==> src/rtl/prv32_id_ex_stage.sv <==
// prv32 ID/EX pipeline register: single-entry valid/ready buffer feeding the ALU.
// Optional MEM/WB operand bypass and hold-time snoop are enabled by defining PRV32_FWD_EN.
module prv32_id_ex_stage #(
    parameter int XLEN = 32
) (
    input  logic            clk,
    input  logic            rst,

    input  logic            id_valid,
    output logic            id_ready,
    input  logic [XLEN-1:0] id_pc,
    input  logic [XLEN-1:0] id_rs1_data,
    input  logic [XLEN-1:0] id_rs2_data,
    input  logic [XLEN-1:0] id_imm,
    input  logic [4:0]      id_rs1,
    input  logic [4:0]      id_rs2,
    input  logic [4:0]      id_rd,
    input  logic [3:0]      id_alufn,
    input  logic            id_alusrc,
    input  logic            id_asel_pc,
    input  logic            id_regwrite,

    input  logic            flush,

    input  logic            mem_we,
    input  logic [4:0]      mem_rd,
    input  logic [XLEN-1:0] mem_data,
    input  logic            wb_we,
    input  logic [4:0]      wb_rd,
    input  logic [XLEN-1:0] wb_data,

    output logic            ex_valid,
    input  logic            ex_ready,
    output logic [XLEN-1:0] alu_a,
    output logic [XLEN-1:0] alu_b,
    output logic [4:0]      alu_shamt,
    output logic [3:0]      alu_alufn,
    output logic [XLEN-1:0] ex_pc,
    output logic [4:0]      ex_rd,
    output logic            ex_regwrite
);

    typedef struct packed {
        logic [XLEN-1:0] pc;
        logic [4:0]      rs1;
        logic [4:0]      rs2;
        logic [XLEN-1:0] rs1_val;
        logic [XLEN-1:0] rs2_val;
        logic [XLEN-1:0] imm;
        logic [4:0]      rd;
        logic [3:0]      alufn;
        logic            alusrc;
        logic            asel_pc;
        logic            regwrite;
    } entry_t;

    entry_t          entry_q;
    entry_t          entry_d;
    logic            valid_q;
    logic            valid_d;
    logic            capture;
    logic            hold;
    logic            drain;
    logic [XLEN-1:0] cap_rs1_val;
    logic [XLEN-1:0] cap_rs2_val;
    logic [XLEN-1:0] snoop_rs1_val;
    logic [XLEN-1:0] snoop_rs2_val;

    assign id_ready = !valid_q || ex_ready;
    assign capture  = id_valid && id_ready && !flush;
    assign hold     = valid_q && !ex_ready;
    assign drain    = valid_q && ex_ready;

`ifdef PRV32_FWD_EN
    // MEM is the younger producer, so it wins over WB; x0 always reads as its register-file value.
    function automatic logic [XLEN-1:0] bypass(
        input logic [4:0]      rs,
        input logic [XLEN-1:0] cur,
        input logic            m_we,
        input logic [4:0]      m_rd,
        input logic [XLEN-1:0] m_data,
        input logic            w_we,
        input logic [4:0]      w_rd,
        input logic [XLEN-1:0] w_data
    );
        logic [XLEN-1:0] res;
        res = cur;
        if (rs != 5'd0) begin
            if (m_we && (m_rd == rs))
                res = m_data;
            else if (w_we && (w_rd == rs))
                res = w_data;
        end
        return res;
    endfunction

    assign cap_rs1_val   = bypass(id_rs1, id_rs1_data, mem_we, mem_rd, mem_data,
                                  wb_we, wb_rd, wb_data);
    assign cap_rs2_val   = bypass(id_rs2, id_rs2_data, mem_we, mem_rd, mem_data,
                                  wb_we, wb_rd, wb_data);
    assign snoop_rs1_val = bypass(entry_q.rs1, entry_q.rs1_val, mem_we, mem_rd, mem_data,
                                  wb_we, wb_rd, wb_data);
    assign snoop_rs2_val = bypass(entry_q.rs2, entry_q.rs2_val, mem_we, mem_rd, mem_data,
                                  wb_we, wb_rd, wb_data);
`else
    // Without forwarding decode stalls on hazards, so the bypass ports and stored indices go unused.
    assign cap_rs1_val   = id_rs1_data;
    assign cap_rs2_val   = id_rs2_data;
    assign snoop_rs1_val = entry_q.rs1_val;
    assign snoop_rs2_val = entry_q.rs2_val;

    logic unused_fwd;
    assign unused_fwd = ^{mem_we, mem_rd, mem_data, wb_we, wb_rd, wb_data,
                          entry_q.rs1, entry_q.rs2};
`endif

    always_comb begin
        // NOTE: every variable gets a default first so no path leaves it unassigned (no latch).
        entry_d = entry_q;
        if (capture) begin
            entry_d.pc       = id_pc;
            entry_d.rs1      = id_rs1;
            entry_d.rs2      = id_rs2;
            entry_d.rs1_val  = cap_rs1_val;
            entry_d.rs2_val  = cap_rs2_val;
            entry_d.imm      = id_imm;
            entry_d.rd       = id_rd;
            entry_d.alufn    = id_alufn;
            entry_d.alusrc   = id_alusrc;
            entry_d.asel_pc  = id_asel_pc;
            entry_d.regwrite = id_regwrite;
        end else if (hold) begin
            entry_d.rs1_val  = snoop_rs1_val;
            entry_d.rs2_val  = snoop_rs2_val;
        end
    end

    always_comb begin
        valid_d = valid_q;
        if (flush)
            valid_d = 1'b0;
        else if (capture)
            valid_d = 1'b1;
        else if (drain)
            valid_d = 1'b0;
    end

    // Datapath fields are reset too, because their zero values are visible on the outputs.
    always_ff @(posedge clk or posedge rst) begin
        if (rst) begin
            entry_q <= '0;
            valid_q <= 1'b0;
        end else begin
            // NOTE: sequential state uses non-blocking assignments so all registers update together.
            entry_q <= entry_d;
            valid_q <= valid_d;
        end
    end

    assign ex_valid    = valid_q;
    assign alu_a       = entry_q.asel_pc ? entry_q.pc  : entry_q.rs1_val;
    assign alu_b       = entry_q.alusrc  ? entry_q.imm : entry_q.rs2_val;
    assign alu_shamt   = alu_b[4:0];
    assign alu_alufn   = entry_q.alufn;
    assign ex_pc       = entry_q.pc;
    assign ex_rd       = entry_q.rd;
    assign ex_regwrite = valid_q && entry_q.regwrite;

endmodule

==> config.mk <==
export PLATFORM = sky130hd
export DESIGN_NAME = prv32_id_ex_stage
export DESIGN_NICKNAME = d
export VERILOG_FILES = /design/src/rtl/prv32_id_ex_stage.sv
export SDC_FILE = /design/constraint.sdc
export NUM_CORES = 1
export LEC_CHECK = 0
export CAP_MARGIN = 5
export CORE_AREA = 2 2 161 100
export CTS_CLUSTER_SIZE = 12
export DETAILED_ROUTE_END_ITERATION = 8
export DIE_AREA = 0 0 163 102
export GPL_ROUTABILITY_DRIVEN = 0
export HOLD_SLACK_MARGIN = 0.05
export PLACE_DENSITY = 0.86
export SYNTH_ARGS = -nofsm -noshare
export SYNTH_HDL_FRONTEND = slang
export SYNTH_SLANG_ARGS = --single-unit
export TNS_END_PERCENT = 100
==> constraint.sdc <==
create_clock -name clk -period 7.3 [get_ports clk]
set_clock_uncertainty 0.15 [all_clocks]
set_input_delay 0.73 -clock clk [delete_from_list [all_inputs] [get_ports clk]]
set_output_delay 0.73 -clock clk [all_outputs]
set_load 0.1 [all_outputs]
# After elaboration in Yosys (flattened, before gate mapping)
# Cells that the tools add are included.
# word_totals
reg_bits	141
in_bits	231
output_inout_bits	113
elab_cells	23
# op_classes
mux	5
n_reduce_logical	8
# op_table
operator	count
32-bit 2-to-1 mux	2
1-bit logical AND	4
1-bit 2-to-1 mux	3
3-bit nonzero test	1
1-bit logical NOT	2
1-bit logical OR	1

# Logic depth before layout (Yosys ltp)
# Gate-level depths: netlist of run 1.
# logic_depth
word_depth	6
mapped_depth	5
ltp_nobuf	3

# Least setup slack after synthesis of run 1
# Ideal clock, no wire load.
# synth_timing
path_type	register to output
startpoint	reg valid_q, in the netlist ex_valid
endpoint	out ex_regwrite
arrival_time_ns	1.776
required_ns	6.420
path_slack_ns	4.644
path_stages_with_launch	2
path_buffers	0
path_cell_list	dfrtp_1 -> and2_1
# synth_between
elab_chain_cells	1
# synth_rtl
element	line_no	rtl
start, declared	59	logic valid_q;
start signal, assigned	156	valid_q <= valid_d;
1-bit logical AND	167	assign ex_regwrite = valid_q && entry_q.regwrite;
end, declared	40	output logic ex_regwrite
# No other way between the ends.

# Worst setup path after layout of run 1
# layout_timing
startpoint	reg entry_q[2] (netlist name)
endpoint	out alu_b[0]
# layout_between
elab_chain_cells	1
# layout_rtl
element	line_no	rtl
start, declared	57	entry_t entry_q;
start signal, assigned	155	entry_q <= entry_d;
32-bit 2-to-1 mux	162	assign alu_b = entry_q.alusrc ? entry_q.imm : entry_q.rs2_val;
end, declared	35	output logic [XLEN-1:0] alu_b,
# No other way between the ends.

==> results.md, run 1 <==
* Power Density at 385 nW/um^2
* DR iter-0 viols at 89
* PostCTS Resize Cnt at 0
* Cell Area, Synth at 6390 um^2
* Core area at 15100 um^2
* I/O pin total at 344
* TritonCTS sink count at 141
* GR Overflow Total at 0
* Placed cells at 817
* CP Data Required Time at 6.42 ns
* Worst Setup EP: alu_b[0]
* Via/cell ratio at 4.68
* Routed WL at 14700 um
* CP peak stage delay at 1.15 ns
* Outcome: completed
* Max clock buf depth at 2
* Gr busiest metal: met2
* Synth Instances at 421
* CTS tree: yes
* Hold Path Class: reg -> reg
* Post-DRT Antenna Nets at 0
* Crit Path Category: reg -> out
* Worst R2R Path Depth at 5
* Detailed Place HPWL at 10700 um
* Slew Viols, Final at 0
* Post-synth net total at 652
* IO Port Bufs at 257
* Met1 usage at 0.221
* Initial antenna violation count at 0
* Clock-pin slew on the worst setup and hold paths at 0.06 ns
* Netlist cell types at 12
* Non-filler cells, final at 850
* Worst slew margin at 0.245
* H-tree level count at 4
* Setup slack, reg-to-reg at 4.20 ns
* Worst Path Arrival at 2.86 ns
* Final setup vio count at 0
* Initial core utilization at 0.423
* Hold_ws at 0.331 ns
* CP cell instances: buf_4 -> mux2_2 -> clkdlybuf4s50_1
* Number of global-route vias before repair at 4426
* Clock root cell: clkbuf_16
* CP max-delay cell: clkdlybuf4s50_1
* CTS Hold Buffers Added at 0
* Reg2reg end: entry_q[37]
* Tightest Pin Transition at 1.13 ns
* Clock Latency Late Sink at 0.39 ns
* DR WL/cell at 17.3 um
* TritonRoute pass-1 iters at 4
* Worst-path fanout max at 21
* Crit Reg-Reg Startpoint: ex_valid
* Critical Path Source: entry_q[2]
* Fmax at 267 MHz
* Drt drc at 0
* First-pass GRT wire length at 23300 um
* Vias at 3976
* Ys Warns at 0
* Met3 Resource Use GR at 0.0755
* Area growth syn-to-layout at 46.7%
* RSZ-0062 raised after global routing: false
* Ratio of cells with drive above 1 in the final layout at 0.218
* Final Util at 0.620
* Setup TNS Final at 0 ns
* Peak supply drop at 0.211 mV
* Final Hold Fails at 0
* Final worst path period need at 3.74 ns
* Setup bufs post-CTS at 0
* Die Ht at 102 um
* Endpoint class of the critical path: primary output
* Num CTS Buffers at 17
* MaxCap Viol Count at 0
* Gr usage total at 0.179
* Count of state elements after synthesis at 141
* Sequential-to-total area share from yosys stat at 0.552
* GR Layer Usage met2 at 0.294
* Total power at 3.61 mW
* Total Nets Final at 864
* Period utilisation layout at 0.513
* Pin count of the biggest net entering global routing at 88
* Mean post-synth cell area at 15.2 um^2
* Rows at 35
* Startpoint types: register
* Leakage at 3.82 nW
* Die Wd at 163 um
* Die ar. at 16600 um^2
-- flip-flops by register name, summed over array words and instances (netlist names) --
name / count
snoop_rs1_val: 32
snoop_rs2_val: 32
ex_valid: 1
ex_rd: 5
entry_q: 35
ex_pc: 32
alu_alufn: 4
-- report_power, final --
| group | total, mW | internal [mW] | switching, mW |
|---|---|---|---|
| logic | 1.70 | 0.464 | 1.23 |
| registers | 0.994 | 0.915 | 0.0787 |
| clock network | 0.916 | 0.586 | 0.330 |
| total | 3.61 | 1.97 | 1.64 |
-- layout by cell type (no fill, tap or decap), drive strengths merged --
cell type      netlist  final
nor2b                1      1
inv                  2      6
mux2               204    204
buf                 66      5
nor3b                1      1
clkinvlp             0      2
dfrtp              141    141
clkdlybuf4s50        0    257
clkbuf               3     20
clkinv               0      2
bufinv               0      4
diode                0      1
nor2                 2      2
and2                 1      1
-- cells in the mapped netlist --
master / instances / share of area
dfrtp_1: 141 / 0.55
mux2_2: 104 / 0.18
mux2_1: 100 / 0.18
buf_4: 46 / 0.054
buf_6: 11 / 0.019
buf_2: 9 / 0.0070
clkbuf_1: 3 / 0.0018
inv_1: 2 / 0.0012
nor2_1: 2 / 0.0012
and2_1: 1 / 0.00098
nor2b_1: 1 / 0.00098
nor3b_2: 1 / 0.0020
-- how the worst min path moves through the flow --
stage,start,endpoint,slack (ns),cells past startpoint
4_1_cts,snoop_rs2_val[18],snoop_rs2_val[18],0.34,1
3_3_place_gp,snoop_rs1_val[2],snoop_rs1_val[2],0.31,1
3_5_place_dp,snoop_rs1_val[12],snoop_rs1_val[12],0.32,1
2_1_floorplan,entry_q[0],entry_q[0],0.30,1
6_report,snoop_rs2_val[18],snoop_rs2_val[18],0.33,1
5_1_grt,snoop_rs2_val[27],snoop_rs2_val[27],0.35,1
-- layout make-up --
type,count,area [um^2]
fillers,1150,5730
flip-flops and latches,141,3530
repair buffers,262,2610
multi-input cells,209,2340
clock buffers,20,447
well taps,203,254
clock inverters,12,184
inverters,2,12.5
diodes,1,2.50
-- stage by stage --
step / setup slack [ns] / instance area [um^2]
after floorplan: 2.64 / 6390
after detailed placement: 3.50 / 8740
after CTS: 3.49 / 9370
after global placement: 3.60 / 8740
after global routing: 3.41 / 9370
final: 3.56 / 9370
-- routing by layer --
layer	routed length, um	part of all wire
met1	6160	0.42
met5	0	0
met3	1370	0.093
met2	7090	0.48
met4	121	0.0082
-- cells by family (layout without fill, tap and decap cells) --
logic type | Yosys count | count (layout) | synth area share
buf+inv | 71 | 296 | 0.0834
mux | 204 | 204 | 0.359
flops | 141 | 141 | 0.552
other cells | 0 | 1 | 0
simple gates | 5 | 5 | 0.00509
-- worst max-delay path: cells and delay by family, from the launching register on --
family / cells / cell delay [ns]
DFF: 1 / 0.66
muxes: 1 / 0.24
buffers and inverters: 2 / 1.55
Note: power is estimated with default switching activity, not from simulation.
==> inputs of run 2 (changes only) <==
Settings changed: CORE_AREA 2 2 161 100 to 2 2 167 103, DIE_AREA 0 0 163 102 to 0 0 169 105, PLACE_DENSITY 0.86 to 0.81.
Clock period 7.3 ns to 3.55 ns, I/O delays scaled along.
==> results.md, run 2 (synthesis gave the netlist of run 1 again) <==
* Period utilisation layout at 0.717
* Total power at 7.21 mW (+100%)
* Die Ht at 105 um (+2.9%)
* Worst Path Arrival at 2.04 ns (-0.82 ns)
* Rows at 36 (+2.9%)
* Commonest non-fill, non-tap cell in the layout: clkdlybuf4s50_1
* Area growth syn-to-layout at 43.5%
* Largest register FFs at 35 (unchanged)
* Pin count of the biggest net entering global routing at 86 (-2.3%)
* Startpoint types: register
* Num CTS Buffers at 17 (unchanged)
* Clk pwr share at 0.242 (-0.012)
* Endpoint class of the critical path: primary output
* Final instance area at 9170 um^2 (-2.2%)
* Routed WL at 14800 um (+0.60%)
* Die ar. at 17700 um^2 (+6.7%)
* Power Density at 787 nW/um^2 (+100%)
* Clock root cell: clkbuf_16
* Die Wd at 169 um (+3.7%)
* Gr usage total at 0.176 (-0.00316)
* CTS tree: yes
* Ant diodes at 0 (-1)
* Initial core utilization at 0.396 (-0.0267)
* Peak supply drop at 0.436 mV (+110%)
* Vias at 4016 (+1.0%)
* Drt drc at 0 (unchanged)
* CP Data Required Time at 3.04 ns (-3.38 ns)
* Switching Fraction at 0.465 (+0.00969)
* Reg power frac at 0.282 (+0.007)
* Ratio of cells with drive above 1 in the final layout at 0.327 (+0.109)
* Post-DP Area at 8590 um^2 (-1.7%)
* DR iter-0 viols at 165 (+85%)
* Fmax at 393 MHz
* Final setup vio count at 0 (unchanged)
* DR WL/cell at 17.4 um (+0.13%)
* GR Overflow Total at 0 (unchanged)
* RSZ-0062 raised after global routing: false
* Reported net switching power at 3.35 mW (+100%)
* Commonest cells after routing, fill and taps aside: clkdlybuf4s50_1 (187), dfrtp_1 (141), mux2_2 (104)
* Outcome: completed
* TritonRoute pass-1 iters at 4 (unchanged)
* Worst slew margin at 0.319 (+0.0744)
* Setup bufs post-CTS at 0 (unchanged)
* Tightest Pin Transition at 1.02 ns (-0.115 ns)
* IO Port Bufs at 257 (unchanged)
* Hold Path Class: reg -> reg
* PostCTS Resize Cnt at 0 (unchanged)
* Core area at 16100 um^2 (+6.7%)
* MaxCap Viol Count at 0 (unchanged)
* TritonCTS sink count at 141 (unchanged)
* Max clock buf depth at 2 (unchanged)
* Clock-pin slew on the worst setup and hold paths at 0.06 ns (about the same)
* Post-DRT Antenna Nets at 0 (unchanged)
* I/O pin total at 344 (unchanged)
* Final Util at 0.569 (-0.0518)
* Worst-path fanout max at 3 (-86%)
* Power share of the combinational group at 0.477 (+0.006)
* # fillers at 1274 (+11%)
* First-pass GRT wire length at 24400 um (+5.0%)
* Via/cell ratio at 4.70 (+0.53%)
* H-tree level count at 4 (unchanged)
* Final worst path period need at 2.55 ns
* Leakage at 3.87 nW (+1.4%)
* Total Nets Final at 865 (+0.12%)
* CTS Hold Buffers Added at 0 (unchanged)
* Initial antenna violation count at 0 (unchanged)
* Clock Latency Late Sink at 0.41 ns (+0.02 ns)
* Top reg by flops: entry_q
* Slew Viols, Final at 0 (unchanged)
* Detailed Place HPWL at 10900 um (+2.4%)
* Number of global-route vias before repair at 4532 (+2.4%)
* Setup TNS Final at 0 ns (unchanged)
* Final Hold Fails at 0 (unchanged)
* Crit Path Category: reg -> out
* Cell-internal power at 3.86 mW (+96%)
run 2: cell count changes in the layout (fill, tap and decap cells not counted), sizes merged:
cell           delta
buf              +71
diode             -1
clkinv            +6
clkdlybuf4s50    -70
clkbuf            -2
inv               -5
bufinv            -1
run 2: layout make-up:
type | instances | area, um^2 | share of cell area
multi-input cells | 209 | 2340 | 0.255
well taps | 209 | 262 | 0.0285
clock inverters | 12 | 149 | 0.0162
inverters | 2 | 11.3 | 0.00123
flip-flops and latches | 141 | 3530 | 0.385
repair buffers | 263 | 2450 | 0.268
clock buffers | 18 | 429 | 0.0468
run 2: final timing paths:
kind / from / end / slack [ns] / depth (start not counted)
min in group asynchronous: rst / entry_q[28] / 0.43 / 3
hold reg to reg: snoop_rs1_val[21] / snoop_rs1_val[21] / 0.33 / 1
setup / recovery: ex_valid / ex_regwrite / 1.00 / 2
setup reg to reg: ex_valid / entry_q[31] / 1.40 / 4
hold / removal: snoop_rs1_val[21] / snoop_rs1_val[21] / 0.33 / 1
max in group asynchronous: rst / snoop_rs1_val[30] / 2.20 / 3
run 2: power groups by stage:
| stage | clock [mW] | sequential [mW] | combinational [mW] |
|---|---|---|---|
| finish | 1.74 | 2.03 | 3.44 |
| global route | 1.88 | 2.07 | 3.54 |
| CTS | 1.79 | 2.03 | 3.47 |
| detailed placement | 0 | 2.06 | 3.46 |
| global placement | 0 | 2.03 | 3.43 |
| floorplan | 0 | 2.01 | 2.86 |
run 2: routing by layer:
layer,vias to the layer above,GRT usage,wire (um)
met1,1999,0.214,6280
met3,18,0.0761,1350
met4,0,0.0586,169
met2,152,0.281,7030
met5,-,0,0
li1,1847,-,-
run 2: worst max-delay path, cell delays in order (launching register included):
cell and delay [ns]:
dfrtp_1 0.36, and2_1 0.13, clkdlybuf4s50_1 1.13
run 2: metrics by stage:
stage / std cells / setup slack (ns) / hold WS, ns
finish: 854 / 1.00 / 0.331
global route: 854 / 0.932 / 0.350
CTS: 854 / 0.992 / 0.337
detailed placement: 824 / 1.06 / 0.323
global placement: 824 / 1.12 / 0.312
floorplan: 421 / 1.27 / 0.271
==> inputs of run 3 (changes only) <==
Settings changed: CORE_AREA 2 2 167 103 to 2 2 176 109, DIE_AREA 0 0 169 105 to 0 0 178 111, PLACE_DENSITY 0.81 to 0.77.
Clock period 3.55 ns to 2.2 ns, I/O delays scaled along.
==> results.md, run 3 (synthesis gave the netlist of run 1 again) <==
* I/O pin total at 344 (unchanged)
* Clock-pin slew on the worst setup and hold paths at 0.06 ns (about the same)
* First-pass GRT wire length at 24500 um (+0.28%)
* H-tree level count at 4 (unchanged)
* Final Hold Fails at 0 (unchanged)
* Commonest cells after routing, fill and taps aside: clkdlybuf4s50_1 (144), dfrtp_1 (141), mux2_2 (104)
* Period utilisation layout at 0.954
* Delay-heaviest family, CP: buffers and inverters
* Via/cell ratio at 4.52 (-3.8%)
* Startpoint types: register
* Initial core utilization at 0.347 (-0.0489)
* Slew Viols, Final at 0 (unchanged)
* Gr usage total at 0.158 (-0.0180)
* IO Port Bufs at 257 (unchanged)
* CP Data Required Time at 1.83 ns (-1.21 ns)
* Num CTS Buffers at 17 (unchanged)
* Final Util at 0.553 (-0.0161)
* Setup bufs post-CTS at 0 (unchanged)
* Worst slew margin at 0.758 (+0.438)
* Die ar. at 19800 um^2 (+11%)
* Pin count of the biggest net entering global routing at 65 (-24%)
* Peak supply drop at 0.822 mV (+88%)
* RSZ-0062 raised after global routing: false
* Total Nets Final at 872 (+0.81%)
* Routed WL at 15200 um (+2.3%)
* Worst Path Arrival at 1.73 ns (-0.31 ns)
* # fillers at 1414 (+11%)
* Ratio of cells with drive above 1 in the final layout at 0.401 (+0.0735)
* Vias at 4072 (+1.4%)
* Ant diodes at 0 (unchanged)
* Die Wd at 178 um (+5.3%)
* Endpoint class of the critical path: primary output
* Hold depth at 2 (+1)
* Tightest Pin Transition at 0.363 ns (-0.654 ns)
* Fmax at 476 MHz
* CP cell instances: buf_4 -> mux2_2 -> buf_12
* Max clock buf depth at 2 (unchanged)
* Detailed Place HPWL at 11400 um (+4.1%)
* Power Density at 1280 nW/um^2 (+62%)
* CTS tree: yes
* Worst-path fanout max at 25 (+22)
* Number of global-route vias before repair at 4699 (+3.7%)
* Initial antenna violation count at 0 (unchanged)
* MaxCap Viol Count at 0 (unchanged)
* Rows at 39 (+8.3%)
* WP buf/inv at 2 (+1)
* CP peak stage delay at 0.45 ns (-0.68 ns)
* Area growth syn-to-layout at 59.0%
* Instance count on the critical path at 3 (+1)
* Final worst path period need at 2.10 ns
* Core area at 18400 um^2 (+14%)
* CP max-delay cell: mux2_2
* Commonest non-fill, non-tap cell in the layout: clkdlybuf4s50_1
* Post-DRT Antenna Nets at 0 (unchanged)
* Drt drc at 0 (unchanged)
* Crit Path Category: reg -> out
* Die Ht at 111 um (+5.7%)
* Total power at 13.0 mW (+80%)
* Worst R2R Path Depth at 5 (+1)
* GR Overflow Total at 0 (unchanged)
* Top reg by flops: entry_q
* TritonRoute pass-1 iters at 4 (unchanged)
* Largest register FFs at 35 (unchanged)
* Outcome: completed
* DR iter-0 viols at 99 (-40%)
* Clock Latency Late Sink at 0.40 ns (about the same)
* Clock root cell: clkbuf_16
* Final setup vio count at 0 (unchanged)
* TritonCTS sink count at 141 (unchanged)
* DR WL/cell at 16.9 um (-2.9%)
* Leakage at 4.31 nW (+11%)
* Hold Path Class: in -> reg
==> run 3: cell types whose count changed in the layout (fill, tap and decap cells not counted), moves of 2 or more <==
| cell | before | now |
|---|---|---|
| buf_12 | 1 | 76 |
| buf_4 | 75 | 49 |
| clkbuf_8 | 0 | 2 |
| clkdlybuf4s50_1 | 187 | 144 |
| clkinv_2 | 5 | 1 |
| inv_6 | 0 | 3 |
==> run 3: metal layers <==
layer	track usage	vias up	part of all wire	wire (um)
met5	0	-	0	0
met4	0.0525	0	0.014	205
met3	0.0586	13	0.087	1320
met2	0.262	145	0.48	7240
met1	0.189	2042	0.42	6410
li1	-	1872	-	-
==> run 3: area by class of cell <==
class | count | area, um^2 | area share
well taps | 246 | 308 | 0.0303
clock inverters | 12 | 184 | 0.0181
repair buffers | 270 | 3340 | 0.329
inverters | 2 | 11.3 | 0.00111
multi-input cells | 209 | 2340 | 0.230
flip-flops and latches | 141 | 3530 | 0.347
clock buffers | 20 | 457 | 0.0449
==> run 3: path summary, 6_finish.rpt <==
kind | startpoint | to | slack, ns
max | entry_q[2] | alu_shamt[0] | 0.10
min | id_pc[8] | ex_pc[8] | 0.26
min reg2reg | snoop_rs1_val[4] | snoop_rs1_val[4] | 0.33
max reg2reg | ex_valid | ex_pc[30] | 0.26
min in group asynchronous | rst | ex_rd[4] | 0.48
max in group asynchronous | rst | snoop_rs1_val[26] | 0.83
==> run 3: timing repair <==
item / CTS / global route
hold endpoints to repair: 4 / 0
resized for setup: 0 / 0
hold buffers: 1 / 0
==> run 3: metrics by stage <==
stage          TNS, ns  instance area (um^2)  cells  worst slack (ns)  hold WS, ns
2_1_floorplan    -1.81                  6390    421           -0.0181        0.136
3_3_place_gp         0                  9510    867             0.108        0.313
3_5_place_dp         0                  9510    867            0.0595        0.321
4_1_cts              0                 10200    900            0.0678        0.229
5_1_grt              0                 10200    900            0.0410        0.240
6_report             0                 10200    900             0.101        0.255
==> run 3: power by group <==
group	switching [mW]	internal (mW)	total [mW]
clock	1.13	1.97	3.11
sequential	0.241	3.04	3.28
combinational	4.32	2.27	6.58
total	5.69	7.28	13.0
